==> src/rtl/lsm_phase_sequencer.sv <==
// Phase sequencer for the LSM reservoir: steps TRAIN -> STDP -> READ for a set
// number of epochs and drives the reservoir control pins from registered state.
module lsm_phase_sequencer #(
  parameter int TRAIN_CYCLES = 950000,
  parameter int STDP_CYCLES  = 1000000,
  parameter int READ_CYCLES  = 4096,
  parameter int EPOCHS       = 1,
  parameter int CNT_W        = 24,
  parameter int EP_W         = 8
) (
  input  logic            clock,
  input  logic            reset,
  input  logic            start,
  input  logic            abort,
  input  logic            pause,
  output logic            write,
  output logic            ST_and,
  output logic            CT_and,
  output logic            ST1,
  output logic            ST2,
  output logic            CT1,
  output logic            CT2,
  output logic            busy,
  output logic            done,
  output logic [2:0]      phase,
  output logic [EP_W-1:0] epoch
);

  typedef enum logic [2:0] {
    IDLE  = 3'd0,
    TRAIN = 3'd1,
    STDP  = 3'd2,
    READ  = 3'd3,
    DONE  = 3'd4
  } state_t;

  localparam longint MAX_CYC =
    (TRAIN_CYCLES > STDP_CYCLES)
      ? ((TRAIN_CYCLES > READ_CYCLES) ? longint'(TRAIN_CYCLES) : longint'(READ_CYCLES))
      : ((STDP_CYCLES  > READ_CYCLES) ? longint'(STDP_CYCLES)  : longint'(READ_CYCLES));

  if (TRAIN_CYCLES < 1 || STDP_CYCLES < 1 || READ_CYCLES < 1) begin : g_bad_cycles
    $error("lsm_phase_sequencer: every *_CYCLES parameter must be >= 1");
  end
  if (EPOCHS < 1) begin : g_bad_epochs
    $error("lsm_phase_sequencer: EPOCHS must be >= 1");
  end
  if (MAX_CYC - 1 >= (longint'(1) << CNT_W)) begin : g_bad_cnt_w
    $error("lsm_phase_sequencer: CNT_W too small for the longest phase");
  end
  if (longint'(EPOCHS) >= (longint'(1) << EP_W)) begin : g_bad_ep_w
    $error("lsm_phase_sequencer: EP_W too small to hold EPOCHS");
  end

  localparam logic [CNT_W-1:0] TRAIN_LAST = CNT_W'(TRAIN_CYCLES - 1);
  localparam logic [CNT_W-1:0] STDP_LAST  = CNT_W'(STDP_CYCLES - 1);
  localparam logic [CNT_W-1:0] READ_LAST  = CNT_W'(READ_CYCLES - 1);
  localparam logic [EP_W:0]    EPOCHS_W   = (EP_W+1)'(EPOCHS);

  // Control word order: {write, ST_and, CT_and, ST1, ST2, CT1, CT2}
  localparam logic [6:0] CTRL_TRAIN = 7'b1011011;
  localparam logic [6:0] CTRL_STDP  = 7'b1101110;

  state_t            state_reg, state_next;
  logic [CNT_W-1:0]  cnt_reg, cnt_next, cnt_last;
  logic [EP_W-1:0]   epoch_reg, epoch_next;
  logic [EP_W:0]     epoch_inc;
  logic [6:0]        ctrl_reg, ctrl_next;
  logic              busy_reg, busy_next;
  logic              done_reg, done_next;

  // State register: outputs are registered from the next-state decode so the
  // control word changes on the same edge as the phase.
  always_ff @(posedge clock) begin
    if (reset) begin
      state_reg <= IDLE;
      cnt_reg   <= '0;
      epoch_reg <= '0;
      ctrl_reg  <= '0;
      busy_reg  <= 1'b0;
      done_reg  <= 1'b0;
    end else begin
      state_reg <= state_next;
      cnt_reg   <= cnt_next;
      epoch_reg <= epoch_next;
      ctrl_reg  <= ctrl_next;
      busy_reg  <= busy_next;
      done_reg  <= done_next;
    end
  end

  always_comb begin
    cnt_last = '0;
    case (state_reg)
      TRAIN:   cnt_last = TRAIN_LAST;
      STDP:    cnt_last = STDP_LAST;
      READ:    cnt_last = READ_LAST;
      default: cnt_last = '0;
    endcase
  end

  assign epoch_inc = {1'b0, epoch_reg} + (EP_W+1)'(1);

  // Next-state decode: abort beats pause, pause beats counting.
  always_comb begin
    state_next = state_reg;
    cnt_next   = cnt_reg;
    epoch_next = epoch_reg;
    case (state_reg)
      IDLE: begin
        if (start) begin
          state_next = TRAIN;
          cnt_next   = '0;
          epoch_next = '0;
        end
      end
      TRAIN, STDP, READ: begin
        if (abort) begin
          state_next = IDLE;
          cnt_next   = '0;
        end else if (!pause) begin
          if (cnt_reg == cnt_last) begin
            cnt_next = '0;
            case (state_reg)
              TRAIN:   state_next = STDP;
              STDP:    state_next = READ;
              default: begin
                epoch_next = epoch_inc[EP_W-1:0];
                state_next = (epoch_inc < EPOCHS_W) ? TRAIN : DONE;
              end
            endcase
          end else begin
            cnt_next = cnt_reg + CNT_W'(1);
          end
        end
      end
      DONE:    state_next = IDLE;
      default: begin
        state_next = IDLE;
        cnt_next   = '0;
      end
    endcase
  end

  always_comb begin
    ctrl_next = '0;
    busy_next = 1'b0;
    done_next = 1'b0;
    case (state_next)
      TRAIN: begin
        ctrl_next = CTRL_TRAIN;
        busy_next = 1'b1;
      end
      STDP: begin
        ctrl_next = CTRL_STDP;
        busy_next = 1'b1;
      end
      READ:    busy_next = 1'b1;
      DONE:    done_next = 1'b1;
      default: ;
    endcase
  end

  assign {write, ST_and, CT_and, ST1, ST2, CT1, CT2} = ctrl_reg;
  assign busy  = busy_reg;
  assign done  = done_reg;
  assign phase = state_reg;
  assign epoch = epoch_reg;

endmodule

==> config.mk <==
export PLATFORM = sky130hd
export DESIGN_NAME = lsm_phase_sequencer
export DESIGN_NICKNAME = d
export VERILOG_FILES = /design/src/rtl/lsm_phase_sequencer.sv
export SDC_FILE = /design/constraint.sdc
export NUM_CORES = 1
export LEC_CHECK = 0
export CORE_MARGIN = 3
export CORE_UTILIZATION = 50
export DETAILED_ROUTE_END_ITERATION = 6
export DONT_BUFFER_PORTS = 1
export PLACE_DENSITY_LB_ADDON = 0.25
export SYNTH_ARGS = -nofsm -noshare
export SYNTH_HDL_FRONTEND = slang
export SYNTH_SLANG_ARGS = --single-unit
==> constraint.sdc <==
create_clock -name clock -period 3.7 [get_ports clock]
set_input_delay 0.74 -clock clock [delete_from_list [all_inputs] [get_ports clock]]
set_output_delay 0.74 -clock clock [all_outputs]
set_load 0.01 [all_outputs]
# Word-level counts from Yosys, hierarchy flattened
# Index checks and enable logic that the tools add are counted.
# word_totals
register_bits	44
inputBits	5
word_cells	54
# classes
n_addsub	2
magnitude_cmp	1
eq_ne	15
n_mux	22
bitwise	1
n_reduce_logical	7
# op_table
cell	n
$mux W24	4
$pmux W24 S3	1
$pmux W20 S3	1
$mux W8	5
$add A24 B1 Y24 const B	1
$eq A24 B24 Y1	1
$pmux W8 S2	1
$mux W3	5
$pmux W7 S2	1
$eq A3 B2 Y1 const B	4
$pmux W3 S2	2
$ne A2 B2 Y1 const B	5
$add A8 B1 Y9 const B	1
$lt A9 B1 Y1 const B	1
$eq A3 B1 Y1 const B	2
$eq A3 B3 Y1 const B	2
$reduce_and A6 Y1	1
$reduce_or A3 Y1	2
$logic_not A3 Y1	1
$ne A3 B3 Y1 const B	1
$reduce_and A3 Y1	1
$mux W1	2
$reduce_bool A2 Y1	1
$reduce_or A2 Y1	1
$not A1 Y1	1

# Longest topological paths before layout
# depth
word_depth	11
depth_mapped	10
depth_no_buf	8

# Worst setup path after synthesis
# Ideal clock, no wire load.
# synth_timing
path_kind	input-to-reg
from	in start
to	reg cnt_reg[22]
setup_ps	115
arrival_time_ps	2412
t_required_ps	3585
slack_ps	1174
cell_stages	8
n_path_buf	1
cell_sequence	or4b_2 -> buf_2 -> o21a_1 -> nor4b_4 -> inv_1 -> nor3b_2 -> xnor2_1 -> nor2_1
# synth_between
elab_chain_len	2
# synth_rtl
element	line	source
start, declared	13	input logic start,
$ne A2 B2 Y1 (no line)	n/a	
$reduce_and A3 Y1 (no line)	n/a	
end signal, assigned	84	cnt_reg <= cnt_next;
end, declared	65	logic [CNT_W-1:0] cnt_reg, cnt_next, cnt_last;
# No other way between the ends.
# A chain may end at the register's enable or synchronous reset.

# Final worst setup path
# layout_timing
from	reg state_reg[1] (netlist: phase[1])
to	reg ctrl_reg[3]
# layout_between
elab_chain_len	9
# layout_rtl
element	line	source
start, declared	64	state_t state_reg, state_next;
start signal, assigned	83	state_reg <= state_next;
$eq A3 B2 Y1, or another cell as far along	94, 109	
$pmux W20 S3	94	case (state_reg)
$eq A24 B24 Y1	122	if (cnt_reg == cnt_last) begin
$mux W3	122	
$mux W3	121	end else if (!pause) begin
$mux W3	118	if (abort) begin
$pmux W3 S2 *	109	case (state_reg)
$eq A3 B2 Y1 or $eq A3 B1 Y1 (tied branches)	149	case (state_next)
$pmux W7 S2 *	149	
end signal, assigned	86	ctrl_reg <= ctrl_next;
end, declared	68	logic [6:0] ctrl_reg, ctrl_next;
# Every way passes the cells marked *; elsewhere a longest branch is shown, timed or not.

==> insert_results.sql <==
INSERT INTO impl_metrics (metric_group, metric, value, unit) VALUES
('floorplan', 'die_area', '5400', 'um^2'),
('synth', 'post_synth.cell_area_avg', '8.66', 'um^2'),
('critical_path', 'cpLargestDelayFamily', 'compound AO/OA/AOI/OAI gates', ''),
('clocking', 'cts_hold_buf', '0', ''),
('timing', 'rsz0062_at_grt', 'false', ''),
('clocking', 'tritoncts.num_buffers', '5', ''),
('final_layout', 'diodes', '0', ''),
('timing', 'count_of_final_setup_violators', '0', ''),
('place', 'routabilityCongestion', '0.856', ''),
('timing', 'tightestPinTransition', '0.577', 'ns'),
('synth', 'synth.yosys.seq_area_share', '35.1', '%'),
('critical_path', 'critical_path.max_fanout', '16', ''),
('min_path', 'hold-path-cell-count', '1', ''),
('timing', 'clock_skew', '0.00554', 'ns'),
('critical_path', 'ff2ff_setup_slack', '0.85', 'ns'),
('timing', 'final.setup.tns', '0', 'ns'),
('synth', 'yosys_most_used_dff', 'dfxtp_1', ''),
('clocking', 'clk-insertion-delay-late', '0.29', 'ns'),
('detailed_routing', 'drcViolationCount', '0', ''),
('timing', 'drv_slew', '0', ''),
('critical_path', 'timing.critical_path.from_type', 'flip-flop', ''),
('timing', 'timing.slew.headroom', '60.5', '%'),
('synth', 'ys.warnings.count', '0', ''),
('final_layout', 'finalNetCount', '260', ''),
('detailed_routing', 'route.vias.total', '1861', ''),
('min_path', 'min-delay-path-class', 'primary input to flip-flop', ''),
('min_path', 'timing.hold.worst_endpoint', 'epoch[5]', ''),
('critical_path', 'reg2reg_depth', '7', ''),
('critical_path', 'cp_slowest_stage_delay', '0.66', 'ns'),
('critical_path', 'path_class', 'flip-flop to flip-flop', ''),
('synth', 'post_synth_inst_count', '263', ''),
('critical_path', 'worstPathRequired', '3.93', 'ns'),
('clocking', 'cts.repair.resized', '0', ''),
('grt', 'grt_pass1_wl', '8090', 'um'),
('detailed_routing', 'ant_nets', '0', ''),
('power', 'design_power_total', '870', 'uW'),
('synth', 'synth_area', '2280', 'um^2'),
('status', 'status', 'finished, final reports clean', ''),
('detailed_routing', 'drt_wl_total', '4850', 'um'),
('critical_path', 'critical_path.endpoint_type', 'flip-flop', ''),
('critical_path', 'cp.buffers_inverters', '0', ''),
('floorplan', 'io_pins', '25', ''),
('grt', 'grtUsageTotal', '19.2', '%'),
('floorplan', 'chipHeight', '73.5', 'um'),
('final_layout', 'largest_register_ff_count', '24', ''),
('clocking', 'cts_sinks', '40', ''),
('critical_path', 'timing.rr.end', 'ctrl_reg[3]', ''),
('final_layout', 'num-fill-cells', '363', ''),
('critical_path', 'worstPathArrival', '3.08', 'ns'),
('timing', 'layout_worst_path_cycle_share', '77.0', '%'),
('synth', 'postSynthRegisterBits', '40', ''),
('detailed_routing', 'avgRoutedWirePerCell', '16.0', 'um'),
('power', 'p_per_area', '370', 'nW/um^2'),
('job', 'drv.max_cap_violation_count', '0', ''),
('floorplan', 'initial_core_util', '54.2', '%'),
('final_layout', 'layout-area-overhead-vs-synth', '3.24', '%'),
('floorplan', 'die_width', '73.5', 'um'),
('clocking', 'cts_buffer_depth', '2', ''),
('clocking', 'clock_tree.htree_level_count', '2', ''),
('synth', 'synth-edff-count', '0', ''),
('timing', 'maxClockFrequency', '351', 'MHz'),
('floorplan', 'placementRows', '23', ''),
('min_path', 'hp-start', 'reset', ''),
('critical_path', 'r2r_start', 'phase[1]', ''),
('detailed_routing', 'drt-vias-per-instance', '6.12', ''),
('synth', 'ys_async_sr_fraction', '0', '%'),
('timing', 'post-route-min-period', '2.85', 'ns'),
('clocking', 'cts.repair_timing.setup_buffer_count', '0', ''),
('power', 'static_leakage_power', '0.784', 'nW'),
('grt', 'first_global_vias', '1668', ''),
('clocking', 'cts_tree', 'yes', '');
==> cells in the final DEF (no fill, tap or decap), types with 4 or more instances in the layout <==
master,netlist,layout
a2111oi_0,4,4
a21oi_1,12,12
a311oi_1,5,5
and2_1,4,4
and3_1,8,8
clkbuf_8,0,5
dfxtp_1,40,40
nand2_1,17,17
nand2b_1,8,8
nand3_1,15,15
nand4_1,10,10
nor2_1,32,32
nor4_1,5,5
o21ai_0,4,4
xnor2_1,9,9
xor2_1,17,17
==> cells in the mapped netlist, types with 2 or more instances <==
| master | n | area, um^2 |
|---|---|---|
| a2111oi_0 | 4 | 35.0 |
| a21oi_1 | 12 | 60.1 |
| a311oi_1 | 5 | 43.8 |
| a31oi_1 | 2 | 12.5 |
| and2_1 | 4 | 25.0 |
| and3_1 | 8 | 50.1 |
| and4_1 | 3 | 26.3 |
| buf_2 | 5 | 25.0 |
| buf_4 | 6 | 45.0 |
| clkbuf_1 | 6 | 22.5 |
| dfxtp_1 | 40 | 801 |
| ha_1 | 2 | 25.0 |
| inv_1 | 2 | 7.51 |
| mux2i_1 | 2 | 20.0 |
| nand2_1 | 17 | 63.8 |
| nand2b_1 | 8 | 50.1 |
| nand3_1 | 15 | 75.1 |
| nand3b_1 | 3 | 22.5 |
| nand4_1 | 10 | 62.6 |
| nand4b_1 | 3 | 26.3 |
| nor2_1 | 32 | 120 |
| nor2b_1 | 2 | 12.5 |
| nor4_1 | 5 | 31.3 |
| o21ai_0 | 4 | 20.0 |
| o21ba_2 | 2 | 20.0 |
| o22ai_1 | 2 | 12.5 |
| xnor2_1 | 9 | 78.8 |
| xor2_1 | 17 | 149 |
==> power breakdown <==
part,switching (mW),total (mW),internal [mW]
Combinational,0.0465,0.0751,0.0286
Sequential,0.0123,0.449,0.436
Clock,0.147,0.347,0.200
Total,0.205,0.870,0.665
==> worst max-delay path by stage <==
stage                   to  slack [ns]  depth (start not counted)
2_1_floorplan  cnt_reg[22]        1.17                          8
3_3_place_gp   cnt_reg[22]        0.97                          8
3_5_place_dp    cnt_reg[8]        0.93                          8
4_1_cts        ctrl_reg[3]        0.89                          7
5_1_grt        ctrl_reg[3]        0.63                          7
6_report       ctrl_reg[3]        0.85                          7
==> cells by family after synthesis <==
| group | count (synthesis) | synth area share (%) |
|---|---|---|
| fa+ha+maj | 2 | 1.10 |
| xor+xnor | 26 | 9.99 |
| flops | 40 | 35.1 |
| compound gates | 43 | 14.3 |
| mux | 4 | 2.03 |
| simple gates | 128 | 32.5 |
| buf+inv | 20 | 4.89 |
==> per-stage QoR <==
stage	util (%)	std cells	setup slack (ns)	hold slack [ns]	instance area, um^2
3_3_place_gp	53.4	296	0.967	0.497	2240
6_report	56.0	304	0.852	0.510	2350
5_1_grt	56.0	304	0.631	0.494	2350
3_5_place_dp	53.4	296	0.931	0.509	2240
4_1_cts	56.0	304	0.894	0.504	2350
2_1_floorplan	-	263	1.17	0.480	2280
==> per-layer routing <==
metal / routed length (um) / track usage, %
met1: 2320 / 26.3
met2: 2230 / 29.1
met5: 0 / 0
met4: 40 / 4.83
met3: 254 / 5.88
==> cell type report <==
type | instances | area (um^2) | share of cell area (%)
multi-input cells | 203 | 1370 | 58.1
flip-flops and latches | 40 | 801 | 34.0
clock inverters | 2 | 35.0 | 1.49
clock buffers | 6 | 72.6 | 3.09
inverters | 2 | 7.51 | 0.319
well taps | 50 | 62.6 | 2.66
repair buffers | 1 | 7.51 | 0.319
Note: power is estimated with default switching activity, not from simulation.
